**config.mk**
```make
export PLATFORM = sky130hd
export DESIGN_NAME = polygon_edge_streamer
export DESIGN_NICKNAME = d
export VERILOG_FILES = /design/src/rtl/polygon_edge_streamer_pkg.sv /design/src/rtl/polygon_edge_streamer.sv
export SDC_FILE = /design/constraint.sdc
export NUM_CORES = 1
export LEC_CHECK = 0
export ABC_AREA = 1
export CAP_MARGIN = 20
export CELL_PAD_IN_SITES_DETAIL_PLACEMENT = 0
export CELL_PAD_IN_SITES_GLOBAL_PLACEMENT = 1
export CORE_UTILIZATION = 40
export CTS_CLUSTER_SIZE = 14
export DETAILED_ROUTE_END_ITERATION = 7
export HOLD_SLACK_MARGIN = 0.12
export PLACE_DENSITY = 0.76
export SYNTH_ARGS = -nofsm -noshare
export SYNTH_HDL_FRONTEND = slang
export SYNTH_SLANG_ARGS = --single-unit
```
**constraint.sdc**
```tcl
create_clock -name clk_in -period 3 [get_ports clk_in]
set_input_delay 0.45 -clock clk_in [delete_from_list [all_inputs] [get_ports clk_in]]
set_output_delay 0.45 -clock clk_in [all_outputs]
set_load 0.005 [all_outputs]
```
**src/rtl/polygon_edge_streamer_pkg.sv**
```systemverilog
// Shared environment types: streamer FSM states and the world-space vertex layout.
package polygon_edge_streamer_pkg;

    localparam int unsigned ENV_WORLD_BITS = 32;

    typedef enum logic [2:0] {
        IDLE = 3'd0,
        SCAN = 3'd1,
        READ = 3'd2,
        CAP  = 3'd3,
        EMIT = 3'd4,
        DONE = 3'd5
    } state_t;

    // Packed so that a table word reads as {y,x}
    typedef struct packed {
        logic signed [ENV_WORLD_BITS-1:0] y;
        logic signed [ENV_WORLD_BITS-1:0] x;
    } vertex_t;

endpackage

```
**src/rtl/polygon_edge_streamer.sv**
```systemverilog
// Walks the polygon table and streams each polygon's closed edge loop downstream.
module polygon_edge_streamer
    import polygon_edge_streamer_pkg::*;
#(
    parameter int unsigned WORLD_BITS             = 32,
    parameter int unsigned MAX_NUM_VERTICES       = 8,
    parameter int unsigned MAX_POLYGONS_ON_SCREEN = 8
) (
    input  logic                                                           clk_in,
    input  logic                                                           rst_in,
    input  logic                                                           start_in,
    input  logic [$clog2(MAX_POLYGONS_ON_SCREEN+1)-1:0]                    num_polygons_in,
    input  logic [MAX_POLYGONS_ON_SCREEN*$clog2(MAX_NUM_VERTICES+1)-1:0]   vertex_counts_in,
    output logic                                                           rd_en_out,
    output logic [$clog2(MAX_POLYGONS_ON_SCREEN*MAX_NUM_VERTICES)-1:0]     rd_addr_out,
    input  logic [2*WORLD_BITS-1:0]                                        rd_data_in,
    output logic [4*WORLD_BITS-1:0]                                        edge_out,
    output logic [$clog2(MAX_POLYGONS_ON_SCREEN)-1:0]                      poly_idx_out,
    output logic                                                           last_edge_out,
    output logic                                                           last_polygon_out,
    output logic                                                           valid_out,
    input  logic                                                           ready_in,
    output logic                                                           busy_out,
    output logic                                                           done_out
);

    localparam int unsigned VW = 2 * WORLD_BITS;
    localparam int unsigned NW = $clog2(MAX_POLYGONS_ON_SCREEN + 1);
    localparam int unsigned CW = $clog2(MAX_NUM_VERTICES + 1);
    localparam int unsigned AW = $clog2(MAX_POLYGONS_ON_SCREEN * MAX_NUM_VERTICES);
    localparam int unsigned PW = $clog2(MAX_POLYGONS_ON_SCREEN);

    state_t                                   state_q, state_d;
    logic [NW-1:0]                            num_q, num_d;
    logic [MAX_POLYGONS_ON_SCREEN-1:0][CW-1:0] cnt_q, cnt_d;
    logic [MAX_POLYGONS_ON_SCREEN-1:0][CW-1:0] counts_in_w;
    logic [NW-1:0]                            poly_q, poly_d;
    logic [CW-1:0]                            vert_q, vert_d;
    logic [VW-1:0]                            first_q, first_d;
    logic [VW-1:0]                            prev_q, prev_d;
    logic [2*VW-1:0]                          edge_q, edge_d;
    logic [PW-1:0]                            pidx_q, pidx_d;
    logic                                     last_edge_q, last_edge_d;
    logic                                     last_poly_q, last_poly_d;
    logic [AW-1:0]                            rd_addr_q, rd_addr_d;
    logic                                     rd_en_q, valid_q, busy_q, done_q;
    logic [CW-1:0]                            cur_cnt;
    logic                                     later_live;

    assign counts_in_w = vertex_counts_in;
    assign cur_cnt     = cnt_q[PW'(poly_q)];

    // Does any later polygon in range still have a drawable (>=3 vertex) loop?
    always_comb begin
        later_live = 1'b0;
        for (int p = 0; p < MAX_POLYGONS_ON_SCREEN; p++) begin
            if ((NW'(p) > poly_q) && (NW'(p) < num_q) && (cnt_q[PW'(p)] >= CW'(3))) begin
                later_live = 1'b1;
            end
        end
    end

    // Next-state and datapath updates
    always_comb begin
        state_d     = state_q;
        num_d       = num_q;
        cnt_d       = cnt_q;
        poly_d      = poly_q;
        vert_d      = vert_q;
        first_d     = first_q;
        prev_d      = prev_q;
        edge_d      = edge_q;
        pidx_d      = pidx_q;
        last_edge_d = last_edge_q;
        last_poly_d = last_poly_q;
        rd_addr_d   = '0;

        case (state_q)
            IDLE: begin
                if (start_in) begin
                    num_d = (num_polygons_in > NW'(MAX_POLYGONS_ON_SCREEN))
                          ? NW'(MAX_POLYGONS_ON_SCREEN) : num_polygons_in;
                    for (int p = 0; p < MAX_POLYGONS_ON_SCREEN; p++) begin
                        cnt_d[PW'(p)] = (counts_in_w[PW'(p)] > CW'(MAX_NUM_VERTICES))
                                      ? CW'(MAX_NUM_VERTICES) : counts_in_w[PW'(p)];
                    end
                    poly_d  = '0;
                    vert_d  = '0;
                    state_d = SCAN;
                end
            end
            SCAN: begin
                if (poly_q == num_q) begin
                    state_d = DONE;
                end else if (cur_cnt < CW'(3)) begin
                    poly_d = poly_q + NW'(1);
                end else begin
                    state_d = READ;
                end
            end
            READ: begin
                state_d = CAP;
            end
            CAP: begin
                if (vert_q == '0) begin
                    first_d = rd_data_in;
                    prev_d  = rd_data_in;
                    vert_d  = CW'(1);
                    state_d = READ;
                end else begin
                    edge_d      = {rd_data_in, prev_q};
                    prev_d      = rd_data_in;
                    pidx_d      = PW'(poly_q);
                    last_edge_d = 1'b0;
                    last_poly_d = 1'b0;
                    state_d     = EMIT;
                end
            end
            EMIT: begin
                if (ready_in) begin
                    if (last_edge_q) begin
                        poly_d  = poly_q + NW'(1);
                        vert_d  = '0;
                        state_d = SCAN;
                    end else if (vert_q == cur_cnt - CW'(1)) begin
                        edge_d      = {first_q, prev_q};
                        last_edge_d = 1'b1;
                        last_poly_d = ~later_live;
                    end else begin
                        vert_d  = vert_q + CW'(1);
                        state_d = READ;
                    end
                end
            end
            DONE: begin
                state_d = IDLE;
            end
            default: begin
                state_d = IDLE;
            end
        endcase

        if (state_d == READ) begin
            rd_addr_d = AW'(32'(poly_d) * MAX_NUM_VERTICES + 32'(vert_d));
        end
    end

    // State register plus registered outputs derived from the next state
    always_ff @(posedge clk_in or negedge rst_in) begin
        if (!rst_in) begin
            state_q     <= IDLE;
            num_q       <= '0;
            cnt_q       <= '0;
            poly_q      <= '0;
            vert_q      <= '0;
            first_q     <= '0;
            prev_q      <= '0;
            edge_q      <= '0;
            pidx_q      <= '0;
            last_edge_q <= 1'b0;
            last_poly_q <= 1'b0;
            rd_addr_q   <= '0;
            rd_en_q     <= 1'b0;
            valid_q     <= 1'b0;
            busy_q      <= 1'b0;
            done_q      <= 1'b0;
        end else begin
            state_q     <= state_d;
            num_q       <= num_d;
            cnt_q       <= cnt_d;
            poly_q      <= poly_d;
            vert_q      <= vert_d;
            first_q     <= first_d;
            prev_q      <= prev_d;
            edge_q      <= edge_d;
            pidx_q      <= pidx_d;
            last_edge_q <= last_edge_d;
            last_poly_q <= last_poly_d;
            rd_addr_q   <= rd_addr_d;
            rd_en_q     <= (state_d == READ);
            valid_q     <= (state_d == EMIT);
            busy_q      <= (state_d != IDLE);
            done_q      <= (state_d == DONE);
        end
    end

    assign rd_en_out        = rd_en_q;
    assign rd_addr_out      = rd_addr_q;
    assign edge_out         = edge_q;
    assign poly_idx_out     = pidx_q;
    assign last_edge_out    = last_edge_q;
    assign last_polygon_out = last_poly_q;
    assign valid_out        = valid_q;
    assign busy_out         = busy_q;
    assign done_out         = done_q;

endmodule
```
==> impl_metrics.env, run 1 <==
export IMPL_outcome="completed"
export IMPL_area_growth_syn_to_layout_pct=30.8
export IMPL_skew_ps=12.0
export IMPL_drtPass1Iterations=5
export IMPL_nets=1645
export IMPL_grt_max_degree=85
export IMPL_ir_worst_vdd_mv=0.510
export IMPL_hpwl_um=19800
export IMPL_tightest_slew_ps=951
export IMPL_r2r_start="poly_q[0]"
export IMPL_yosysTopAreaCell="dfrtp_1"
export IMPL_start_util_pct=40.6
export IMPL_drive_gt1_share_pct=14.9
export IMPL_ys_seq_area_share_pct=59.0
export IMPL_dpl_instance_area_um2=15500
export IMPL_via_count=9512
export IMPL_final_setup_tns_ps=0
export IMPL_synth_warnings=0
export IMPL_holdPathEnd="first_q[3]"
export IMPL_synth_seq_cells=302
export IMPL_grt_pass1_vias=9360
export IMPL_hold_violations=0
export IMPL_die_area_um2=32700
export IMPL_cts_tree="done"
export IMPL_synth_cell_types=36
export IMPL_clock_sinks=302
export IMPL_drcViolationCount=0
export IMPL_post_drt_via_cell_ratio=4.86
export IMPL_worstRegToRegCells=19
export IMPL_clockBufferDepth=3
export IMPL_portBuffers=230
export IMPL_async_reset_ff_share_pct=100
export IMPL_track_usage_pct=19.4
export IMPL_postLayoutCellArea_um2=16800
export IMPL_overflow=0
export IMPL_syn_area_um2=12800
export IMPL_r2r_end="rd_addr_out[5]"
export IMPL_drv_slew=0
export IMPL_required_ps=3420
export IMPL_relSlewSlack_pct=36.6
export IMPL_rows=65
export IMPL_globalplace_congestion=0.813
export IMPL_finalCritPeriodShare_pct=91.4
export IMPL_utilization_pct=53.1
export IMPL_final_setup_viol_count=0
export IMPL_synth_enable_flop_cells=0
export IMPL_clkLatencyLatePin_ps=500
export IMPL_grt_pass1_wl_um=50900
export IMPL_ios=247
export IMPL_syn_inst=1299
export IMPL_end_kind="register"
export IMPL_core_area_um2=31600
export IMPL_diodes=0
export IMPL_power_leakage_uw=0.00755
export IMPL_drtIter0Drc=485
export IMPL_crit_type="reg2reg"
export IMPL_hold_depth=2
export IMPL_wl_per_cell_um=15.8
export IMPL_cts_buffers=35
export IMPL_clk_pin_slew_worst_paths_ps=60
export IMPL_min_from="first_q[3]"
export IMPL_wirelength_um=30900
export IMPL_yosys_top_cells_area="dfrtp_1, nand2_1, o21ai_0"
export IMPL_synth_top_area_share_pct=59.0
export IMPL_antenna_found_initial=0
export IMPL_postSynthAreaPerCell_um2=9.86
export IMPL_max_freq_mhz=365
export IMPL_chipWidth_um=181
export IMPL_cap_violations=0
export IMPL_fp_dieH_um=181
export IMPL_synthesis_nets=1411
export IMPL_hp_class="reg2reg"
export IMPL_arrival_ps=3160
export IMPL_synth_top_flop_cell="dfrtp_1"
export IMPL_clock_root_buffer="clkbuf_16"
export IMPL_crit_fanout=8
export IMPL_ff2ff_setup_slack_ps=260
export IMPL_final_antenna_net_count=0
export IMPL_cts_htree_levels=2
export IMPL_p_per_area_nw_per_um2=1060
export IMPL_fillers=2882
export IMPL_fin_crit_ps=2740
export IMPL_crit_path_start_kind="register"
[placed cells by master, fill, tap and decap left out, drive strengths merged, types with 3 or more instances in the layout]
cell type / synthesis / routed
inv: 118 / 118
nor2: 86 / 86
nor3: 4 / 4
mux2: 58 / 58
dfrtp: 302 / 302
ha: 8 / 8
o211ai: 3 / 3
clkbuf: 39 / 52
nand3: 34 / 34
xor2: 6 / 6
a21oi: 13 / 13
a31oi: 64 / 64
buf: 32 / 37
clkinv: 0 / 5
o21ai: 157 / 157
clkdlybuf4s50: 0 / 229
nand4: 3 / 3
nand2: 365 / 365
[worst max-delay path, stage by stage (launching register included)]
cell,delay [ps]
dfrtp_2,460
inv_4,100
dlymetal6s2s_1,190
buf_4,140
nand2_1,40
nand3_1,60
nand2_1,100
nand2_2,100
nand2_1,50
nor2_1,140
inv_1,60
nand2_1,70
nand3b_1,130
nor2_2,190
o21ai_0,170
ha_1,230
ha_1,190
inv_1,50
nand2_1,50
a21oi_1,130
[timing repair]
item | 4_1_cts | 5_1_grt
resized for setup | 0 | 6
hold buffers | 1 | 0
setup endpoints to repair | 0 | 27
endpoints found under the hold margin | 77 | 0
setup buffers | 0 | 9
[synthesized netlist by cell type (5+ instances only)]
library cell  count
buf_6             6
buf_2            15
nor2_1           66
o21ai_0         157
nand2_2           7
a31oi_1          24
clkbuf_1         34
buf_4             6
mux2_2           58
xor2_1            6
a31oi_2          40
clkbuf_2          5
nor2_2           19
dfrtp_1         302
a21oi_1          13
nand2_1         357
ha_1              8
nand3_1          34
inv_1           113
[metal layers]
layer  share of wire [%]  wire length [um]  up-vias  GRT usage, %
met2                  45             13800      231          29.9
met4                 2.1               651        0          5.23
met3                 5.7              1770       46          3.91
li1                    -                 -     4677             -
met1                  48             14700     4558          27.7
met5                   0                 0        -             0
[per-stage QoR]
| stage | power, uW | hold slack, ps | worst slack, ps | cells |
|---|---|---|---|---|
| final | 17800 | 468 | 258 | 1957 |
| after global routing | 19000 | 487 | -8.19 | 1957 |
| after CTS | 17900 | 474 | 156 | 1948 |
| after detailed placement | 13700 | 459 | 150 | 1888 |
| after global placement | 13500 | 454 | 181 | 1888 |
| after floorplan | 10500 | 154 | 400 | 1299 |
[logic make-up after synthesis]
logic type	Yosys count	synth area share, %
AO/OA/AOI/OAI	242	12.2
buffers and inverters	189	6.86
adder cells (fa/ha/maj)	8	0.782
AND/OR/NAND/NOR	494	15.6
flip-flops	302	59.0
XOR/XNOR	6	0.410
multiplexers	58	5.10
[final cells by class]
cell class | count | area [um2] | share of cell area (%)
Clock buffer | 52 | 1070 | 6.40
Multi-Input combinational cell | 808 | 4400 | 26.3
Clock inverter | 7 | 66.3 | 0.396
Inverter | 118 | 453 | 2.70
Tap cell | 402 | 503 | 3.00
Timing Repair Buffer | 268 | 2700 | 16.1
Sequential cell | 302 | 7560 | 45.1
[state kept, by name, summed over array words and instances, names as in the netlist, 3 cells and up]
name	count
first_q	64
rd_addr_out	6
prev_q	64
cnt_q	16
edge_out	128
poly_q	4
num_q	4
state_q	3
poly_idx_out	3
vert_q	4
[how the worst max path moves through the flow]
stage                     depth (start not counted)      start              to  slack, ps
after global routing                             17  poly_q[0]  rd_addr_out[5]         -8
after global placement                           22  poly_q[1]  rd_addr_out[5]        180
after floorplan                                  23  poly_q[1]  rd_addr_out[5]        400
after detailed placement                         23  poly_q[0]  rd_addr_out[5]        150
after CTS                                        23  poly_q[0]  rd_addr_out[5]        160
final                                            19  poly_q[0]  rd_addr_out[5]        260
[power breakdown]
part           total [uW]  switching, uW  internal [uW]
registers            6960            929           6030
logic                6620           3160           3460
clock network        4180           1630           2550
total               17800           5720          12000
Power figures use the tool's default switching activity.
==> run 2: changes to the inputs <==
--- a/config.mk
+++ b/config.mk
@@ -17,3 +17,4 @@
 export SYNTH_ARGS = -nofsm -noshare
 export SYNTH_HDL_FRONTEND = slang
 export SYNTH_SLANG_ARGS = --single-unit
+export TNS_END_PERCENT = 5
==> results of run 2 <==
No change in the layout: final DEF, timing and power equal those of run 1.
==> run 3: changes to the inputs <==
--- a/config.mk
+++ b/config.mk
@@ -14,6 +14,7 @@
 export DETAILED_ROUTE_END_ITERATION = 7
 export HOLD_SLACK_MARGIN = 0.12
 export PLACE_DENSITY = 0.76
+export SLEW_MARGIN = 20
 export SYNTH_ARGS = -nofsm -noshare
 export SYNTH_HDL_FRONTEND = slang
 export SYNTH_SLANG_ARGS = --single-unit
==> results of run 3 <==
No change in the layout: final DEF, timing and power equal those of run 1.
==> RTL edit: new RTL, settings of run 3 <==
Re-encode `state_t` (6 states) as one-hot, 6 bits wide.
--- a/src/rtl/polygon_edge_streamer_pkg.sv
+++ b/src/rtl/polygon_edge_streamer_pkg.sv
@@ -3,13 +3,13 @@
 
     localparam int unsigned ENV_WORLD_BITS = 32;
 
-    typedef enum logic [2:0] {
-        IDLE = 3'd0,
-        SCAN = 3'd1,
-        READ = 3'd2,
-        CAP  = 3'd3,
-        EMIT = 3'd4,
-        DONE = 3'd5
+    typedef enum logic [5:0] {
+        IDLE = 6'b000001,
+        SCAN = 6'b000010,
+        READ = 6'b000100,
+        CAP  = 6'b001000,
+        EMIT = 6'b010000,
+        DONE = 6'b100000
     } state_t;
 
     // Packed so that a table word reads as {y,x}
Function: no difference found for any inputs over 4 cycles, from zero or initial values and one cycle with rst_in low; so few cycles prove little.
==> RTL edit against run 3 <==
Utilization rose by 0.25 points; routed wire length increased by 4.4%; critical path depth fell by 3; highest routed layer unchanged; clock skew increased by 0.0043 ns; critical endpoint is now edge_out[108]$_DFFE_PN0P_; area after synthesis is 2.0% higher; sequential cell count rose by 3; global-route usage down 0.10 points; design area increased by 1.5%; setup slack worse by 0.074 ns.
Power is not compared: it rests on default switching activity, and its combinational part moved more than twofold at a synthesized area within 25%.
==> RTL edit: results (changes against run 3) <==
The logs give 3.21 ns (was 3.16 ns) for the endpoint arrival time on the critical path and 20.2 mm (was 19.8 mm) for the placed wire-length estimate after detailed placement. Share of cells above drive strength 1: 11.7% (was 14.9%). Leading cell types by count after synthesis: nand2_1 (494), dfrtp_1 (304), o21ai_0 (220), inv_1 (123), nand2_2 (55) (was nand2_1 (357), dfrtp_1 (302), o21ai_0 (157), inv_1 (113), nor2_1 (66)). The amount of wire on met3 after detailed routing came out at 1.27 mm (was 1.77 mm). The total number of nets in the final design was 1,780 (was 1,645); the maximum fanout along the worst path was 50 (was 8). Global-route total usage across every layer: 19.3% (was 19.4%). The tools report the pin count of the biggest net entering global routing as 102 (was 85).

Area contributors post-synth: dfrtp_1 (58%), nand2_1 (14%), o21ai_0 (8.4%), inv_1 (3.5%), o21ai_2 (3.0%) (was dfrtp_1 (59%), nand2_1 (10%), o21ai_0 (6.1%), mux2_2 (5.1%), a31oi_2 (3.9%)). The run finished with clean final reports. The tools report the capture point of the critical path as edge_out[108]$_DFFE_PN0P_ (was rd_addr_out[5]$_DFF_PN0_). The register area share after synthesis came out at 58.4% (was 59.0%). The tools report the worst-case hold path end point as edge_out[8]$_DFFE_PN0P_ (was first_q[3]$_DFFE_PN0P_). For the aggregate routed wire length, the log shows 32.2 mm (was 30.9 mm). The net count after synthesis was 1,555 (was 1,411). The logs give 2,061 (was 1,888) for the cell count after placement and 51.5 mm (was 50.9 mm) for the wire length of the first global-routing pass. The number of distinct library cell variants in the gate-level netlist after synthesis was 33 (was 36); the violation count after the first detailed-route iteration was 619 (was 485). The logs give 43.8% (was 36.6%) for the worst slew margin relative to its limit and 3.03% (was 3.91%) for the global-route met3 utilization. The placement-stage worst setup slack is 0.120 ns (was 0.150 ns).

The maximum clock skew at final layout is 0.0163 ns (was 0.0120 ns), and the number of clock buffers inserted by TritonCTS is 36 (was 35). The number of cell instances on the worst register-to-register path works out to 16 (was 19). The average instance area after synthesis works out to 9.05 um2 (was 9.86 um2). The wire length on met1 is 15.1 mm (was 14.7 mm), and the met1 capacity usage during global routing is 27.2% (was 27.7%). The tools report the launch instance of the worst min-delay path as prev_q[8]$_DFFE_PN0P_ (was first_q[3]$_DFFE_PN0P_). The tools report the met2 track demand over resource as 31.1% (was 29.9%). For the total cell area at the placement stage, the log shows 15,700 um2 (was 15,500 um2). The final-layout worst hold slack was 0.464 ns (was 0.468 ns); the met2 wire length was 15.3 mm (was 13.8 mm). The final weighted congestion in routability-driven placement is 0.817 (was 0.813).
## RTL edit: changes by cell type in the layout (fill, tap and decap cells not counted), sizes merged, moves of 12 or more
cell          run 3  this run
mux2             58         0
inv             118       130
o21ai           157       281
nor2             86        23
a31oi            64         0
nand2           365       551
## RTL edit: final cells by class
class                   instances  area, um2
fillers                      3010      14900
flip-flops and latches        305       7630
multi-input cells             933       4420
repair buffers                264       2750
clock buffers                  49       1010
well taps                     435        544
inverters                     128        490
clock inverters                 9        155
## RTL edit: repair_timing
action	4_1_cts	5_1_grt
hold buffers	1	0
gates resized for setup	0	7
buffers inserted	0	1
endpoints found under the setup margin	0	131
endpoints found under the hold margin	79	0
## RTL edit: critical path, stage by stage, from the launching register on
cell and delay (ns):
dfrtp_2 0.42, buf_4 0.16, nand2_1 0.07, nand3_1 0.10, nand2_2 0.10, nand2_2 0.05
ha_1 0.30, xor2_1 0.15, nand3_1 0.13, nor2_4 0.16, nand2_4 0.09, or2_4 0.24
nand2_2 0.11, nand2_8 0.12, clkbuf_16 0.30, nand2_1 0.12, o21ai_2 0.05
## RTL edit: logic make-up (layout without fill, tap and decap cells)
kind of cell	Yosys count	after routing	synth area share, %
simple gates	613	613	19.3
compound gates	305	305	13.1
flops	305	305	58.4
buf+inv	205	450	7.86
fa+ha+maj	8	8	0.766
xor+xnor	7	7	0.469
## RTL edit: power by group through the flow
stage	registers, W	clock network [W]	logic (W)
after CTS	0.00589	0.00446	0.00312
after global routing	0.00602	0.00462	0.00359
after floorplan	0.00583	0	0.00180
after global placement	0.00591	0	0.00303
final	0.00587	0.00433	0.00311
after detailed placement	0.00594	0	0.00310
